--- src/rtl/rgmii_tx_arbiter_if.sv ---
// rgmii_tx_arbiter_if: requester-side and MAC-side AXI-Stream bundle for the tx arbiter.
interface rgmii_tx_arbiter_if #(
   parameter int NUM_REQ    = 4,
   parameter int DATA_WIDTH = 8
);
   logic [NUM_REQ*DATA_WIDTH-1:0] s_tdata_i;
   logic [NUM_REQ-1:0]            s_tvalid_i;
   logic [NUM_REQ-1:0]            s_tlast_i;
   logic [NUM_REQ-1:0]            s_tready_o;
   logic [DATA_WIDTH-1:0]         m_tdata_o;
   logic                          m_tvalid_o;
   logic                          m_tlast_o;
   logic                          m_tuser_o;
   logic                          m_tready_i;
   modport master (
      input  s_tdata_i, s_tvalid_i, s_tlast_i, m_tready_i,
      output s_tready_o, m_tdata_o, m_tvalid_o, m_tlast_o, m_tuser_o
   );
   modport slave (
      output s_tdata_i, s_tvalid_i, s_tlast_i, m_tready_i,
      input  s_tready_o, m_tdata_o, m_tvalid_o, m_tlast_o, m_tuser_o
   );
endinterface

--- src/rtl/rgmii_tx_arbiter.sv ---
// rgmii_tx_arbiter: frame-level round-robin arbiter in front of the RGMII MAC tx stream.
// Optional per-requester frame/truncation counters under RGMII_TX_ARB_STATS_EN.
module rgmii_tx_arbiter #(
   parameter int NUM_REQ    = 4,
   parameter int DATA_WIDTH = 8,
   parameter int MAX_BEATS  = 2048,
   parameter int IFG_CYCLES = 12
) (
   input  logic                 clk_i,
   input  logic                 arstn_i,
   input  logic                 enable_i,
   rgmii_tx_arbiter_if.master   bus,
   output logic [NUM_REQ-1:0]   grant_o,
   output logic                 busy_o
`ifdef RGMII_TX_ARB_STATS_EN
   ,
   output logic [NUM_REQ*16-1:0] frame_cnt_o,
   output logic [15:0]           trunc_cnt_o
`endif
);
   localparam int IW = $clog2(NUM_REQ);
   localparam int BW = $clog2(MAX_BEATS);
   localparam int GW = IFG_CYCLES > 1 ? $clog2(IFG_CYCLES) : 1;

   typedef enum logic [1:0] {IDLE, PASS, DROP, GAP} state_t;

   state_t         state_q, state_d, end_st;
   logic [IW-1:0]  last_q, last_d, pick_idx, cand;
   logic [BW-1:0]  beat_q, beat_d;
   logic [GW-1:0]  gap_q, gap_d;
   logic           pick_ok, own_valid, own_last, full, hs;

   assign own_valid = bus.s_tvalid_i[last_q];
   assign own_last  = bus.s_tlast_i[last_q];
   assign full      = &beat_q;
   assign hs        = state_q == PASS && own_valid && bus.m_tready_i;
   assign end_st    = IFG_CYCLES == 0 ? IDLE : GAP;

   // Scan from the far end so the nearest requester after last_q wins.
   always_comb begin
      pick_ok  = 1'b0;
      pick_idx = last_q;
      cand     = '0;
      for (int i = NUM_REQ; i >= 1; i--) begin
         cand = IW'((int'(last_q) + i) % NUM_REQ);
         if (bus.s_tvalid_i[cand]) begin
            pick_ok  = 1'b1;
            pick_idx = cand;
         end
      end
   end

   always_ff @(posedge clk_i or negedge arstn_i)
      if (!arstn_i) begin
         state_q <= IDLE;
         last_q  <= IW'(NUM_REQ - 1);
         beat_q  <= '0;
         gap_q   <= '0;
      end else begin
         state_q <= state_d;
         last_q  <= last_d;
         beat_q  <= beat_d;
         gap_q   <= gap_d;
      end

   always_comb begin
      state_d = state_q;
      last_d  = last_q;
      beat_d  = beat_q;
      gap_d   = gap_q;
      case (state_q)
         IDLE: if (enable_i && pick_ok) begin
            state_d = PASS;
            last_d  = pick_idx;
            beat_d  = '0;
         end
         PASS: if (hs) begin
            beat_d  = beat_q + 1'b1;
            state_d = own_last ? end_st : full ? DROP : PASS;
         end
         DROP: if (own_valid && own_last) state_d = end_st;
         GAP: begin
            gap_d = gap_q + 1'b1;
            if (int'(gap_q) == IFG_CYCLES - 1) begin
               state_d = IDLE;
               gap_d   = '0;
            end
         end
         default: state_d = IDLE;
      endcase
   end

   always_comb begin
      bus.m_tdata_o = '0;
      for (int k = 0; k < NUM_REQ; k++)
         if (state_q == PASS && last_q == IW'(k)) bus.m_tdata_o = bus.s_tdata_i[k*DATA_WIDTH +: DATA_WIDTH];
      bus.m_tvalid_o = state_q == PASS && own_valid;
      bus.m_tlast_o  = state_q == PASS && (own_last || full);
      bus.m_tuser_o  = state_q == PASS && full && !own_last;
      bus.s_tready_o = state_q == PASS ? NUM_REQ'(bus.m_tready_i) << last_q :
                       state_q == DROP ? NUM_REQ'(1) << last_q : '0;
      grant_o        = state_q == PASS || state_q == DROP ? NUM_REQ'(1) << last_q : '0;
      busy_o         = state_q != IDLE;
   end

`ifdef RGMII_TX_ARB_STATS_EN
   logic [NUM_REQ*16-1:0] frame_q, frame_d;
   logic [15:0]           trunc_q, trunc_d;

   always_ff @(posedge clk_i or negedge arstn_i)
      if (!arstn_i) begin
         frame_q <= '0;
         trunc_q <= '0;
      end else begin
         frame_q <= frame_d;
         trunc_q <= trunc_d;
      end

   // A truncated frame still ends with a forwarded tlast, so it counts as a frame too.
   always_comb begin
      frame_d = frame_q;
      trunc_d = trunc_q + 16'(hs && full && !own_last);
      for (int k = 0; k < NUM_REQ; k++)
         if (hs && (own_last || full) && last_q == IW'(k)) frame_d[k*16 +: 16] = frame_q[k*16 +: 16] + 16'd1;
   end

   assign frame_cnt_o = frame_q;
   assign trunc_cnt_o = trunc_q;
`endif
endmodule

--- src/flat_wrapper.sv ---
// flat-port wrapper written by rule: the top's interface ports become plain ports
module rgmii_tx_arbiter_flat 
#(
   parameter int NUM_REQ    = 4,
   parameter int DATA_WIDTH = 8,
   parameter int MAX_BEATS  = 2048,
   parameter int IFG_CYCLES = 12
)
  (clk_i, arstn_i, enable_i, grant_o, busy_o, bus_s_tdata_i, bus_s_tvalid_i, bus_s_tlast_i, bus_m_tready_i, bus_s_tready_o, bus_m_tdata_o, bus_m_tvalid_o, bus_m_tlast_o, bus_m_tuser_o);
  rgmii_tx_arbiter_if #(.NUM_REQ(NUM_REQ), .DATA_WIDTH(DATA_WIDTH)) bus_i ();
  input  logic clk_i;
  input  logic arstn_i;
  input  logic enable_i;
  output logic [NUM_REQ-1:0] grant_o;
  output logic busy_o;
  input wire logic [$bits(bus_i.s_tdata_i)-1:0] bus_s_tdata_i;
  input wire logic [$bits(bus_i.s_tvalid_i)-1:0] bus_s_tvalid_i;
  input wire logic [$bits(bus_i.s_tlast_i)-1:0] bus_s_tlast_i;
  input wire logic [$bits(bus_i.m_tready_i)-1:0] bus_m_tready_i;
  output wire logic [$bits(bus_i.s_tready_o)-1:0] bus_s_tready_o;
  output wire logic [$bits(bus_i.m_tdata_o)-1:0] bus_m_tdata_o;
  output wire logic [$bits(bus_i.m_tvalid_o)-1:0] bus_m_tvalid_o;
  output wire logic [$bits(bus_i.m_tlast_o)-1:0] bus_m_tlast_o;
  output wire logic [$bits(bus_i.m_tuser_o)-1:0] bus_m_tuser_o;
  assign bus_i.s_tdata_i = bus_s_tdata_i;
  assign bus_i.s_tvalid_i = bus_s_tvalid_i;
  assign bus_i.s_tlast_i = bus_s_tlast_i;
  assign bus_i.m_tready_i = bus_m_tready_i;
  assign bus_s_tready_o = bus_i.s_tready_o;
  assign bus_m_tdata_o = bus_i.m_tdata_o;
  assign bus_m_tvalid_o = bus_i.m_tvalid_o;
  assign bus_m_tlast_o = bus_i.m_tlast_o;
  assign bus_m_tuser_o = bus_i.m_tuser_o;
  rgmii_tx_arbiter #(.NUM_REQ(NUM_REQ), .DATA_WIDTH(DATA_WIDTH), .MAX_BEATS(MAX_BEATS), .IFG_CYCLES(IFG_CYCLES)) u_core (.clk_i(clk_i), .arstn_i(arstn_i), .enable_i(enable_i), .bus(bus_i), .grant_o(grant_o), .busy_o(busy_o));
endmodule
--- config.mk ---
export PLATFORM = sky130hd
export DESIGN_NAME = rgmii_tx_arbiter_flat
export DESIGN_NICKNAME = d
export VERILOG_FILES = /design/src/rtl/rgmii_tx_arbiter_if.sv /design/src/rtl/rgmii_tx_arbiter.sv /design/src/flat_wrapper.sv
export SDC_FILE = /design/constraint.sdc
export NUM_CORES = 1
export LEC_CHECK = 0
export ABC_AREA = 0
export CELL_PAD_IN_SITES_DETAIL_PLACEMENT = 1
export CELL_PAD_IN_SITES_GLOBAL_PLACEMENT = 2
export CORE_ASPECT_RATIO = 1.1
export CORE_MARGIN = 2
export CORE_UTILIZATION = 27
export DETAILED_ROUTE_END_ITERATION = 10
export PLACE_DENSITY = 0.93
export SYNTH_ARGS = -nofsm -noshare
export SYNTH_HDL_FRONTEND = slang
export SYNTH_SLANG_ARGS = --single-unit
export TNS_END_PERCENT = 10
--- constraint.sdc ---
create_clock -name clk_i -period 6.1 [get_ports clk_i]
set_input_delay 0.915 -clock clk_i [delete_from_list [all_inputs] [get_ports clk_i]]
set_output_delay 0.915 -clock clk_i [all_outputs]
set_load 0.05 [all_outputs]
Yosys cells after proc, flatten, opt, wreduce, memory -nomap -nowiden
Cells that the tools add are included.
W data, S select, Z words.
{ "word_totals": {"wordCells": 89, "output_inout_bits": 20, "regBits": 19, "input_bits": 44} }
{ "op_classes": {"n_mux": 38, "reduce_logical": 23, "n_lt_le_gt_ge": 5, "n_eq_ne": 11, "n_addsub": 6, "shifts": 2} }
{ "op_table": {"columns": ["cell", "n"], "rows": [
  ["$mux W8", 4],
  ["$mux W11", 2],
  ["$pmux W11 S2", 1],
  ["$mux W2", 10],
  ["$mux W4", 4],
  ["$lt A2 B3 Y1 const B", 5],
  ["$bmux W1 S2", 6],
  ["$add A11 B1 Y11 const B", 1],
  ["$logic_and A1 B1 Y1", 11],
  ["$reduce_and A11 Y1", 1],
  ["$mux W1", 10],
  ["$eq A2 B2 Y1 const B", 4],
  ["$ne A2 B1 Y1 const B", 4],
  ["$pmux W2 S4", 1],
  ["$reduce_and A3 Y1", 2],
  ["$add A2 B1 Y2 const B", 2],
  ["$add A2 B2 Y2 const B", 2],
  ["$add A4 B1 Y4 const B", 1],
  ["$eq A2 B1 Y1 const B", 2],
  ["$eq A4 B4 Y1 const B", 1],
  ["$logic_not A2 Y1", 2],
  ["$reduce_and A4 Y1", 1],
  ["$reduce_bool A2 Y1", 2],
  ["$reduce_bool A4 Y1", 1],
  ["4 further kinds", 5]
]} }

Logic depth before layout (Yosys ltp)
Gate-level depths: netlist (run 1).
{ "logic_depth": {"depth_word": 10, "ltp_mapped": 9, "mapped_depth_nobuf": 7} }

Least setup slack after synthesis (run 1)
Ideal clock, no wire load.
{ "synth_timing": {"path_type": "input to output", "start": "input bus_s_tlast_i[3]", "end": "output bus_m_tuser_o", "required_ps": 5185, "n_path_buf": 0, "arrival_time_ps": 2604, "cell_stages": 3, "path_slack_ps": 2581, "path_cell_list": "mux4_2 -> or4_4 -> nor2_1"} }
{ "synth_via": {"elab_chain_len": 4} }
{ "synth_rtl": {"columns": ["item", "line", "rtl"], "rows": [
  ["from (decl)", "flat_wrapper.sv:18", "input wire logic [$bits(bus_i.s_tlast_i)-1:0] bus_s_tlast_i;"],
  ["$bmux W1 S2", "rgmii_tx_arbiter.sv:34", "assign own_last = bus.s_tlast_i[last_q];"],
  ["$mux W1 (not written as such)", "rgmii_tx_arbiter.sv:34", null],
  ["$logic_not A1 Y1", "rgmii_tx_arbiter.sv:99", "bus.m_tuser_o = state_q == PASS && full && !own_last;"],
  ["$logic_and A1 B1 Y1", "rgmii_tx_arbiter.sv:99", null],
  ["to (decl)", "flat_wrapper.sv:24", "output wire logic [$bits(bus_i.m_tuser_o)-1:0] bus_m_tuser_o;"]
]} }
Every way passes these cells. The select of a mux whose other input is x is not followed.

Worst setup path after layout (run 1)
Ends and elaborated chain as after synthesis.

==> results by group, run 1 <==
Worst setup path
  • Worst Path Required: 5.18 ns
  • Worst setup SP type: input pin
  • CP Max Fanout: 3
  • Slowest cell on crit path: clkdlybuf4s50_1
  • Crit-path cells: clkdlybuf4s50_1 -> mux4_2 -> or4_4 -> nor2_1 -> clkdlybuf4s50_1
  • WP data arrival: 3.31 ns
  • Largest stage delay, worst path: approximately 0.80 ns
  • Critical setup path kind: input pin to output pin
  • Critical path's top delay family: buffers and inverters
  • CP Capture Type: output pin
  • Worst Path Buf+Inv: 2
  • Most used cell, CP: clkdlybuf4s50_1

Global routing
  • Initial antenna violation count: 0
  • Largest net degree at the start of global routing: 23
  • Number of global-route vias before repair: 1829
  • Global-route wire length before repair: 8510 um
  • GRT overflow: 0
  • Total track usage: 0.151

Synth
  • EDFF count, synth: 0
  • Syn Area/Cell: 8.03 sq um
  • Mux contribution to synthesized area: 0.102
  • Synth warnings: 0
  • Seq cells post-synth: 19
  • Sequential share of the synthesized area: 0.276
  • Synth Area in Adders: 0.0722
  • Top cells by area, synth: dfrtp_1, nand2_1, ha_1
  • Fraction of registers with async set/reset: 1.00
  • Post-synth top flop: dfrtp_1
  • Mapped Cells: 216
  • Synth Area in Simple Gates: 0.282
  • Synth cell types: 45
  • Largest family of logic cells by synthesized area: simple AND/OR/NAND/NOR gates
  • Synth area leader: dfrtp_1
  • Synthesized net count: 270
  • Post-Syn Area: 1730 sq um
  • Compound-Gate Fraction of Synth Area: 0.214
  • Post-synthesis xor/xnor area fraction: 0.0152
  • Synth top area share: 0.245

Timing
  • Tmin final: ~4.2 ns
  • Setup TNS Final: 0 ns
  • Final worst slack: between 1.5 and 2 ns
  • Finish-stage setup viols: 0
  • RSZ-0062 raised after global routing: false
  • Slew @ Worst Pin: 0.951 ns
  • Max Freq: 0.237 GHz
  • Relative slew margins: 0.361
  • Worst Skew: 0.00545 ns
  • Final hold vios: 0
  • Max-slew violation count: 0
  • Final critical-path share of the clock period: 0.692

Run status
  • Status: finished, final reports clean

Routing
  • Drt initial violations: 23
  • Final WL: between 5000 and 6000 um
  • Avg WL per Cell: 14.5 um
  • Routed Antenna Nets: 0
  • Via count: 1806
  • Vias/cell: 5.10
  • Post-route DRC: 0
  • DRT Pass-1 Iters: 4

Final layout
  • Share of layout cells above drive strength 1: 0.0657
  • Nets: 329
  • Area Overhead vs Synth: 42.6%
  • Ant diodes: 0
  • Core Util, Final: 0.399

Clock tree
  • Cts-stage hold buffer count: 0
  • PostCTS Resize Cnt: 0
  • Num CTS Buffers: 3
  • H-tree depth: 1
  • Worst-path clk slew: 0.07 ns
  • Clock Path Buffers: 2
  • Clk sinks: 19
  • TritonCTS clock tree: yes
  • Clock tree root driver cell: clkbuf_8
  • Skew-Pair Late Insertion Delay: 0.26 ns
  • Post-CTS setup buffers: 0

Run
  • Max-cap violations: 0

Placement
  • Post-DP HPWL: 4010 um
  • Pre-CTS setup slack: 1.86 ns
  • Final GP Congestion: 0.770
  • I/O Buffers: 63

Floorplan
  • Die Height: 88.1 um
  • Starting Density: 0.280
  • Core ar.: 6190 sq um
  • Die area: between 7000 and 8000 sq um
  • Die W: 80.4 um
  • # IOs: 64
  • Rows: 30

Power
  • VDD IR max: 227 uV
  • Power Total: 1.18 mW
  • LEAKAGE: 0.961 nW
  • Pwr dens: between 400 and 500 nW/um^2

Min path
  • Worst hold path class: flip-flop to flip-flop
placed cells by master (no fill, tap or decap), types with 3 or more instances in the layout:
| cell type | netlist | routed |
|---|---|---|
| nand3_1 | 4 | 4 |
| ha_1 | 10 | 10 |
| nor2_1 | 6 | 6 |
| mux2i_1 | 5 | 5 |
| dfrtp_1 | 17 | 17 |
| o22ai_1 | 5 | 5 |
| mux2_2 | 4 | 4 |
| inv_1 | 8 | 8 |
| nor3_1 | 6 | 6 |
| or3_1 | 3 | 3 |
| nand4_1 | 4 | 4 |
| nand3b_1 | 9 | 9 |
| o21ai_0 | 16 | 16 |
| clkbuf_8 | 0 | 3 |
| a21oi_1 | 24 | 24 |
| nand2_1 | 36 | 36 |
| and2_1 | 14 | 14 |
| o31ai_1 | 3 | 3 |
| clkdlybuf4s50_1 | 0 | 63 |
routing by layer:
| layer | share of wire | wire [um] | vias to the layer above | GRT usage |
|---|---|---|---|---|
| li1 | - | - | 900 | - |
| met1 | 0.45 | 2300 | 852 | 0.183 |
| met2 | 0.47 | 2440 | 50 | 0.273 |
| met3 | 0.071 | 363 | 4 | 0.0371 |
| met4 | 0.0066 | 34 | 0 | 0.0277 |
| met5 | 0 | 0 | - | 0 |
synth_stat cells, drive strengths merged, types with 4 or more instances:
master  instances
dfrtp          17
inv             8
o21ai          17
a21oi          24
nand3b          9
nand3           5
clkbuf          8
nor3            6
nor2            6
and2           14
nand2          36
nand4           4
o22ai           5
mux2i           5
mux2            5
ha             10
kinds of logic after synthesis:
kind of cell	after synthesis
AOI/OAI and AO/OA	61
xor gates and xnor gates	3
adders and majority gates	10
buffers and inverters	17
DFF	19
muxes	13
and+or+nand+nor	93
area by class of cell:
cell class	instances	area [sq um]
clock inverters	1	5.00
flip-flops and latches	19	478
multi-input cells	180	1190
well taps	80	100
inverters	8	30.0
fillers	772	3720
clock buffers	3	41.3
repair buffers	63	631
per-stage QoR:
step	hold slack, ns	cell area (sq um)	cells
6_report	0.513	2470	354
5_1_grt	0.547	2470	354
4_1_cts	0.521	2470	354
3_5_place_dp	0.511	2430	350
3_3_place_gp	0.494	2430	350
2_1_floorplan	0.477	1730	216
state kept, by name (all words and copies together), names as in the netlist, named ones only:
signal / cells
u_core.gap_q: 4
u_core.state_q: 1
u_core.beat_q: 11
u_core.last_q: 2
worst paths after layout:
path,startpoint,end,slack [ns],cells past startpoint
max,bus_s_tlast_i[3],bus_m_tuser_o,1.88,5
min,u_core.gap_q[0],u_core.gap_q[0],0.51,1
max reg2reg,u_core.last_q[0],u_core.state_q[0],3.58,4
min reg2reg,u_core.gap_q[0],u_core.gap_q[0],0.51,1
max in group asynchronous,arstn_i,u_core.gap_q[1],4.39,1
min in group asynchronous,arstn_i,u_core.beat_q[9],1.16,1
power breakdown:
part	switching [mW]	internal (mW)
clock	0.0444	0.0455
sequential	0.0659	0.173
combinational	0.523	0.328
total	0.633	0.547
Note: power is estimated with default switching activity, not from simulation.
==> run 2, diff against run 1 <==
- CORE_UTILIZATION: 27 -> 25
- PLACE_DENSITY: 0.93 -> 0.87
- clock period: 6.1 -> 4.3 ns (I/O delays scaled with it)
==> run 2 against run 1 <==
  * Final cell count is 0.85% higher
  * Clock power is 40% higher
  * Setup slack worse by 1.3 ns
  * Design area rose by 0.40%
  * Clock skew down 0.0031 ns
  * Flip-flop and latch count is the same
==> results by group, run 2 (synthesized netlist as in run 1, its figures left out) <==
Clock tree
  • Worst-path clk slew: approximately 0.070 ns
  • Post-CTS setup buffers: 0
  • Clock Path Buffers: 2
  • Clock tree root driver cell: clkbuf_8
  • Cts-stage hold buffer count: 0
  • H-tree depth: 1
  • Skew-Pair Late Insertion Delay: 0.26 ns
  • PostCTS Resize Cnt: 0
  • Num CTS Buffers: 3
  • TritonCTS clock tree: yes
  • Clk sinks: 19

Routing
  • Post-route DRC: 0
  • DRT Pass-1 Iters: 4
  • Via count: approximately 1.9k
  • Vias/cell: between 5 and 6
  • Avg WL per Cell: 14.6 um
  • Routed Antenna Nets: 0
  • Drt initial violations: 44
  • Final WL: 5220 um

Final layout
  • Commonest non-fill, non-tap cell in the layout: clkdlybuf4s50_1
  • Ant diodes: 0
  • Share of layout cells above drive strength 1: 0.0691
  • Final Non-Filler Cells: roughly 360
  • Nets: 330
  • Biggest register: u_core.beat_q
  • Largest register FFs: 11
  • Leading registers by flop count: u_core.beat_q (11), u_core.gap_q (4), u_core.last_q (2)
  • Area Overhead vs Synth: 43.2%
  • Most frequent cells in the layout: clkdlybuf4s50_1, nand2_1, a21oi_1

Worst setup path
  • Worst Path Buf+Inv: 1
  • Worst setup SP type: flip-flop
  • CP Max Fanout: 14
  • WP data arrival: 3.10 ns
  • Crit-path cells: mux4_2 -> or4_4 -> nor2_1 -> clkdlybuf4s50_1
  • Critical path's top delay family: buffers and inverters
  • Worst Path Required: 3.65 ns
  • Largest stage delay, worst path: 0.81 ns
  • Slowest cell on crit path: clkdlybuf4s50_1
  • CP Capture Type: output pin
  • Critical setup path kind: flip-flop to output pin

Placement
  • Post-DP HPWL: 4050 um
  • I/O Buffers: 63
  • Inst Count DP: 353
  • Pre-CTS setup slack: ~0.64 ns
  • Final GP Congestion: 0.748

Floorplan
  • Core ar.: 6630 sq um
  • Rows: 31
  • Die Height: between 90 and 100 um
  • Die W: 83.4 um
  • # IOs: between 60 and 70
  • Die area: approximately 7600 sq um
  • Starting Density: 0.261

Timing
  • Slew @ Worst Pin: 0.869 ns
  • Max Freq: 0.267 GHz
  • Max-slew violation count: 0
  • RSZ-0062 raised after global routing: false
  • Final hold vios: 0
  • Finish-stage setup viols: 0
  • Tmin final: between 3 and 4 ns
  • Setup TNS Final: 0 ns
  • Relative slew margins: 0.419
  • Worst Skew: 0.00233 ns
  • Final worst slack: 0.551 ns
  • Final critical-path share of the clock period: 0.872

Global routing
  • Global-route wire length before repair: 9070 um
  • GRT overflow: 0
  • Number of global-route vias before repair: about 1.9k
  • Largest net degree at the start of global routing: 23
  • Initial antenna violation count: 0
  • Total track usage: 0.140

Run
  • Max-cap violations: 0

Power
  • VDD IR max: between 300 and 400 uV
  • Pwr dens: 675 nW/um^2
  • LEAKAGE: 0.967 nW

Run status
  • Status: finished, final reports clean

Min path
  • Worst hold path class: flip-flop to flip-flop
-- run 2: changes by cell type in the layout (fill, tap and decap cells not counted) --
cell | before | now
buf_4 | 0 | 1
-- run 2: metrics by stage --
step | utilization | area [sq um] | hold slack (ns) | total power, mW
3_5_place_dp | 0.367 | 2440 | 0.511 | 1.56
2_1_floorplan | - | 1730 | 0.349 | 1.19
5_1_grt | 0.374 | 2480 | 0.569 | 1.81
3_3_place_gp | 0.367 | 2440 | 0.496 | 1.54
4_1_cts | 0.374 | 2480 | 0.528 | 1.70
6_report | 0.374 | 2480 | 0.521 | 1.68
-- run 2: where the power goes --
| group | switching (mW) | total, mW | leakage, nW | internal [mW] |
|---|---|---|---|---|
| logic | 0.743 | 1.21 | 0.700 | 0.469 |
| registers | 0.0935 | 0.339 | 0.241 | 0.246 |
| clock network | 0.0618 | 0.126 | 0.0255 | 0.0645 |
| total | 0.898 | 1.68 | 0.967 | 0.779 |
-- run 2: path summary, 6_finish.rpt --
check                                  from                end  cells after the start  slack, ns
max in group asynchronous           arstn_i   u_core.beat_q[3]                      1       2.89
hold / removal             u_core.beat_q[1]   u_core.beat_q[1]                      1       0.52
setup / recovery           u_core.last_q[0]      bus_m_tuser_o                      4       0.55
min in group asynchronous           arstn_i    u_core.gap_q[2]                      1       0.88
hold reg to reg            u_core.beat_q[1]   u_core.beat_q[1]                      1       0.52
setup reg to reg           u_core.last_q[0]  u_core.state_q[0]                      4       1.77
-- run 2: final cells by class --
cell class,instances,area (sq um)
repair buffers,64,638
multi-input cells,180,1190
well taps,82,103
inverters,8,30.0
fillers,813,4150
clock inverters,1,5.00
flip-flops and latches,19,478
clock buffers,3,41.3
-- run 2: routing by layer --
layer  routed length, um  global-route usage  share of wire  up-vias
met5                   0                   0              0        -
li1                    -                   -              -      902
met1                2330               0.175           0.45      887
met4                  46              0.0282         0.0088        0
met3                 409              0.0427          0.078        5
met2                2440               0.237           0.47       56
